## config.mk

```make
export PLATFORM = sky130hd
export DESIGN_NAME = timer_digit_countdown
export DESIGN_NICKNAME = d
export VERILOG_FILES = /design/src/rtl/timer_pkg.sv /design/src/rtl/key_edge_sync.sv /design/src/rtl/timer_digit_countdown.sv
export SDC_FILE = /design/constraint.sdc
export NUM_CORES = 1
export LEC_CHECK = 0
export ABC_AREA = 1
export BUFFER_PORTS_ARGS = -buffer_cell sky130_fd_sc_hd__buf_2
export CORE_AREA = 2 2 73 75
export CTS_BUF_LIST = sky130_fd_sc_hd__clkbuf_4
export CTS_CLUSTER_DIAMETER = 120
export DETAILED_ROUTE_END_ITERATION = 12
export DIE_AREA = 0 0 75 77
export GPL_ROUTABILITY_DRIVEN = 0
export RECOVER_POWER = 100
export SETUP_SLACK_MARGIN = 0.2
export SYNTH_ARGS = -nofsm -noshare
export SYNTH_HDL_FRONTEND = slang
export SYNTH_SLANG_ARGS = --single-unit
```

## constraint.sdc

```tcl
create_clock -name clk -period 1.6 [get_ports clk]
set_input_delay 0.08 -clock clk [delete_from_list [all_inputs] [get_ports clk]]
set_output_delay 0.08 -clock clk [all_outputs]
set_load 0.01 [all_outputs]
```

## src/rtl/timer_pkg.sv

```systemverilog
// timer_pkg: shared state encoding and BCD constants for the microwave timer path
package timer_pkg;
    typedef enum logic [1:0] {IDLE, RUN, PAUSE} state_t;
    localparam logic [3:0]  BCD_INVALID = 4'hF;
    localparam logic [3:0]  BCD_NINE    = 4'd9;
    localparam logic [3:0]  BCD_FIVE    = 4'd5;
    localparam logic [15:0] MMSS_ZERO   = 16'h0000;
endpackage

```

## src/rtl/key_edge_sync.sv

```systemverilog
// key_edge_sync: synchroniser plus one-cycle falling-edge event for an async active-low button.
// DEBOUNCE is driven from LOAD_DEBOUNCE_EN by the top; with it the event needs CYCLES low samples first.
module key_edge_sync #(
    parameter int STAGES   = 2,
    parameter bit DEBOUNCE = 1'b0,
    parameter int CYCLES   = 16
) (
    input  logic clk,
    input  logic clearn,
    input  logic din,
    output logic fire
);
    logic [STAGES-1:0] sync;
    always_ff @(posedge clk or negedge clearn)
        if (!clearn) sync <= '1;
        else sync <= {sync[STAGES-2:0], din};
    if (DEBOUNCE) begin : g_db
        localparam int W = $clog2(CYCLES + 2);
        logic [W-1:0] cnt;
        // counter parks one past CYCLES so a held key fires exactly once
        always_ff @(posedge clk or negedge clearn)
            if (!clearn) cnt <= '0;
            else cnt <= sync[STAGES-1] ? '0 : (cnt == W'(CYCLES + 1) ? cnt : cnt + W'(1));
        assign fire = !sync[STAGES-1] && cnt == W'(CYCLES);
    end else begin : g_edge
        logic prev;
        always_ff @(posedge clk or negedge clearn)
            if (!clearn) prev <= 1'b1;
            else prev <= sync[STAGES-1];
        assign fire = prev && !sync[STAGES-1];
    end
endmodule

```

## src/rtl/timer_digit_countdown.sv

```systemverilog
// timer_digit_countdown: shifts keypad digits into an MM:SS BCD register and counts it down on 1 Hz ticks.
// Define LOAD_DEBOUNCE_EN to require DEBOUNCE_CYCLES stable low samples on loadn before a key is taken.
module timer_digit_countdown
    import timer_pkg::*;
#(
    parameter int SYNC_STAGES     = 2,
    parameter int DEBOUNCE_CYCLES = 16
) (
    input  logic        clk,
    input  logic        clearn,
    input  logic [3:0]  bcd,
    input  logic        loadn,
    input  logic        startn,
    input  logic        stopn,
    input  logic        tick_1hz,
    output logic [15:0] digits,
    output logic        running,
    output logic        paused,
    output logic        done
);
`ifdef LOAD_DEBOUNCE_EN
    localparam bit LOAD_DB = 1'b1;
`else
    localparam bit LOAD_DB = 1'b0;
`endif
    logic key_ev, start_ev, stop_ev, done_d;
    logic [3:0] d3, d2, d1, d0;
    logic [15:0] dec, shifted, digits_d;
    state_t state, state_d;
    key_edge_sync #(.STAGES(SYNC_STAGES), .DEBOUNCE(LOAD_DB), .CYCLES(DEBOUNCE_CYCLES))
        u_load (.clk(clk), .clearn(clearn), .din(loadn), .fire(key_ev));
    key_edge_sync #(.STAGES(SYNC_STAGES), .DEBOUNCE(1'b0), .CYCLES(DEBOUNCE_CYCLES))
        u_start (.clk(clk), .clearn(clearn), .din(startn), .fire(start_ev));
    key_edge_sync #(.STAGES(SYNC_STAGES), .DEBOUNCE(1'b0), .CYCLES(DEBOUNCE_CYCLES))
        u_stop (.clk(clk), .clearn(clearn), .din(stopn), .fire(stop_ev));
    assign {d3, d2, d1, d0} = digits;
    assign shifted = (key_ev && bcd <= BCD_NINE) ? {digits[11:0], bcd} : digits;
    // sec_tens above 5 is left as entered, so 0:90 runs 90, 89, ... naturally
    always_comb begin
        dec = digits;
        if (d0 != '0) dec[3:0] = d0 - 4'd1;
        else begin
            dec[3:0] = BCD_NINE;
            if (d1 != '0) dec[7:4] = d1 - 4'd1;
            else begin
                dec[7:4] = BCD_FIVE;
                if (d2 != '0) dec[11:8] = d2 - 4'd1;
                else begin
                    dec[11:8]  = BCD_NINE;
                    dec[15:12] = d3 - 4'd1;
                end
            end
        end
    end
    always_ff @(posedge clk or negedge clearn)
        if (!clearn) begin
            state  <= IDLE;
            digits <= MMSS_ZERO;
            done   <= 1'b0;
        end else begin
            state  <= state_d;
            digits <= digits_d;
            done   <= done_d;
        end
    always_comb begin
        state_d  = state;
        digits_d = digits;
        done_d   = 1'b0;
        case (state)
            IDLE: begin
                digits_d = shifted;
                if (start_ev && !stop_ev && shifted != MMSS_ZERO) state_d = RUN;
            end
            RUN:
                if (stop_ev) state_d = PAUSE;
                else if (tick_1hz) begin
                    digits_d = dec;
                    if (dec == MMSS_ZERO) begin
                        state_d = IDLE;
                        done_d  = 1'b1;
                    end
                end
            PAUSE:
                if (stop_ev) begin
                    state_d  = IDLE;
                    digits_d = MMSS_ZERO;
                end else if (start_ev) state_d = RUN;
            default: state_d = IDLE;
        endcase
    end
    always_comb begin
        running = state == RUN;
        paused  = state == PAUSE;
    end
endmodule
```

==> results.md <==
- Largest family of logic cells by synthesized area: simple AND/OR/NAND/NOR gates
- Root buf cell: clkbuf_4
- Critical path buffer and inverter count: 1
- Xor-xnor portion of the synthesized cell area: 0%
- Row count: 26
- Clock Latency Late Sink: 0.33 ns
- Worst r2r dst: state[1]
- Worst Path Required: 1.88 ns
- Simple-Gate Fraction of Synth Area: 41.7%
- R2R Path Start: u_load.g_edge.prev
- Crit Path Max Fanout: 16
- WHS Endpoint: digits[0]
- Vias per cell: 4.67
- I/O Pins: 29
- RSZ-0062 raised after global routing: yes
- Cell mode on critical path: nand2_1
- Seq/Total Area, Yosys: 36.7%
- Final worst-path cycle share: 112%
- Mapped cell area: 1940 sq um
- Final setup viols: 14
- Synth unique cells: 29
- Die width: 75 microns
- Fmax: 0.557 GHz
- Post-DR wirelength/cell: 12.0 microns
- CTS tree: done
- Area after DPL: 2820 sq um
- Rel. slew slack: 58.1%
- Cell Pwr Density: 1960 nW/um^2
- Multiplexer share of the synthesized area: 0%
- Critical path class: reg -> reg
- Drt first pass iters: 4
- Largest net degree at the start of global routing: 29
- Worst Max-Slew Pin Slew: 0.629 ns
- Mapped Nets: 300
- Htree depth: 1
- Synth Area in Adders: 3.22%
- Fin cells: 461
- Post-synthesis instance total: 285
- CP max-delay cell: dfstp_2
- Slew Limit Fails: 0
- Worst vdd ir: 1.24 mV
- Final nets: 407
- HPWL Detailed: 4330 microns
- Min-delay src: bcd[0]
- Critical Path Sink Type: register
- Core Footprint: 4980 sq um
- R2R Setup Slk: -0.20 ns
- Worst path max stage delay: 0.56 ns
- Violated checks: setup timing
- Status: finished with violations
- CTS Sinks: 28
- Clk buf depth: 2
- Post-route cell area: 3000 sq um
- Post-Syn Area per Cell: 6.81 sq um
- Final hold violation count: 0
- Delay-heaviest family, CP: simple AND/OR/NAND/NOR gates
- Die area: 5780 sq um
- Hold crit path type: in -> reg
- Final Skew: 0.00844 ns
- Leakage: 1.57 nW
- Crit path DAT: 2.08 ns
- Layout cells sized above 1: 46.8%
- PortBufs: 28
- Post-synth top area share: 24.5%
- Ys Warns: 0
- Initial core utilization: 39.0%
- Routed WL: 5510 microns
- Post-synthesis compound-gate area fraction: 10.2%
- Vias in the first global route: 2097
- ANT nets after route: 0
- First-pass GRT wire length: 9490 microns
- Number of synthesized register bits: 28
- 1st-iter DRT viols: 113
- Initial antenna violation count: 0
- Worst setup slack after layout: -0.197 ns
- Drt drc: 0
- Min Tclk post-route: 1.80 ns
- Die height: 77 microns
- Diode count: 0
- Area growth syn-to-layout: 54.3%
- Critical Path Source Type: register
- Overflow after GRT: 0
- Num CTS Buffers: 3
- Via count: 2152
- Post-synth top area cell: dfrtp_1
- Clock-pin slew on the worst setup and hold paths: 0.16 ns
- Largest cells by area after synthesis: dfrtp_1, nand2_1, dfstp_2, nor2_1, inv_1
- Placed insts: 448
- Tot GR Track Use: 21.1%
- # Max-Cap Violations: 0
- Number of cells on the worst reg-to-reg path: 14
- CP cell instances: inv_2, nor2_4, nand2_4, nand2_1, nand2_1, nor2_1, nand2_1, nor2_2, nand2_1, nand2_2, nand2_2, nand3_2, nand2_1, nand2_1
- Total Power: 0.00587 W
- Hold-critical path depth: 6
==> cell families (layout without fill, tap and decap cells) <==
logic type,Yosys count,count (layout)
AO/OA/AOI/OAI,32,32
flip-flops,28,28
buffers and inverters,39,145
AND/OR/NAND/NOR,181,181
adder cells (fa/ha/maj),5,5
==> report_power, final <==
group / leakage, nW / switching [W] / internal [W]
sequential: 0.320 / 0.000253 / 0.000982
combinational: 1.23 / 0.00217 / 0.00213
clock: 0.0184 / 0.000222 / 0.000115
total: 1.57 / 0.00265 / 0.00322
==> cell usage in the layout (no fill, tap or decap), types with 7 or more instances in the layout <==
master    n
nand2_2  16
inv_2     8
nor2_1   34
nor2_4    7
buf_2    28
nand2_1  86
inv_1    23
dfrtp_1  10
dfstp_2   9
buf_4    68
nand3_1  19
dfrtp_2   9
a31oi_1   9
==> worst max-delay path by stage <==
| stage | cells after the start | to | start |
|---|---|---|---|
| 2_1_floorplan | 16 | state[0] | u_load.g_edge.prev |
| 3_3_place_gp | 16 | state[0] | u_load.g_edge.prev |
| 3_5_place_dp | 16 | state[0] | u_load.g_edge.prev |
| 4_1_cts | 16 | state[0] | u_load.g_edge.prev |
| 5_1_grt | 14 | state[1] | u_load.g_edge.prev |
| 6_report | 14 | state[1] | u_load.g_edge.prev |
==> synth_stat cells (all sizes together) <==
library cell,instances
a211oi,1
a21oi,9
a221oi,1
a22oi,3
a31oi,9
buf,3
clkbuf,4
dfrtp,19
dfstp,9
ha,5
inv,32
nand2,107
nand3,21
nand4,4
nor2,45
nor3,3
nor4,1
o21ai,8
o21bai,1
==> routing by layer <==
layer / wire length (microns) / up-vias / track usage (%)
met1: 2620 / 971 / 29.9
met2: 2630 / 45 / 33.9
met5: 0 / - / 0
li1: - / 1130 / -
met3: 201 / 6 / 1.97
met4: 59 / 0 / 5.36
==> worst register-to-register path, stage by stage, from the launching register on <==
cell and delay (ns):
dfstp_2 0.56, inv_2 0.04, nor2_4 0.14, nand2_4 0.16
nand2_1 0.10, nand2_1 0.09, nor2_1 0.13, nand2_1 0.07
nor2_2 0.10, nand2_1 0.07, nand2_2 0.06, nand2_2 0.06
nand3_2 0.07, nand2_1 0.05, nand2_1 0.05
==> registers in the layout, indices dropped and copies added, names as in the netlist <==
register,cells
u_start.g_edge.prev,1
digits,16
state,2
u_load.sync,2
done,1
u_stop.sync,2
u_load.g_edge.prev,1
u_stop.g_edge.prev,1
u_start.sync,2
==> metrics by stage <==
stage	utilization, %	TNS (ns)	setup slack [ns]	hold slack (ns)
after global placement	56.7	-1.78	-0.169	0.145
after floorplan	-	-0.142	-0.0441	-0.216
final	60.2	-1.12	-0.197	0.226
after CTS	59.7	-1.86	-0.200	0.221
after global routing	60.2	-4.07	-0.357	0.266
after detailed placement	56.7	-2.17	-0.213	0.142
==> cell type report <==
| class | count | area (sq um) |
|---|---|---|
| clock buffer | 4 | 30.0 |
| fill | 483 | 1980 |
| inverter | 32 | 123 |
| multi-input combinational | 218 | 1210 |
| sequential | 28 | 723 |
| tap | 70 | 87.6 |
| timing repair buffer | 109 | 818 |
==> timing repair <==
item,CTS,global route
gates resized for setup,15,11
hold buffers,4,0
pin swaps,6,0
setup endpoints to repair,21,21
buffers inserted,5,0
hold endpoints to repair,22,0
Power figures use the tool's default switching activity.
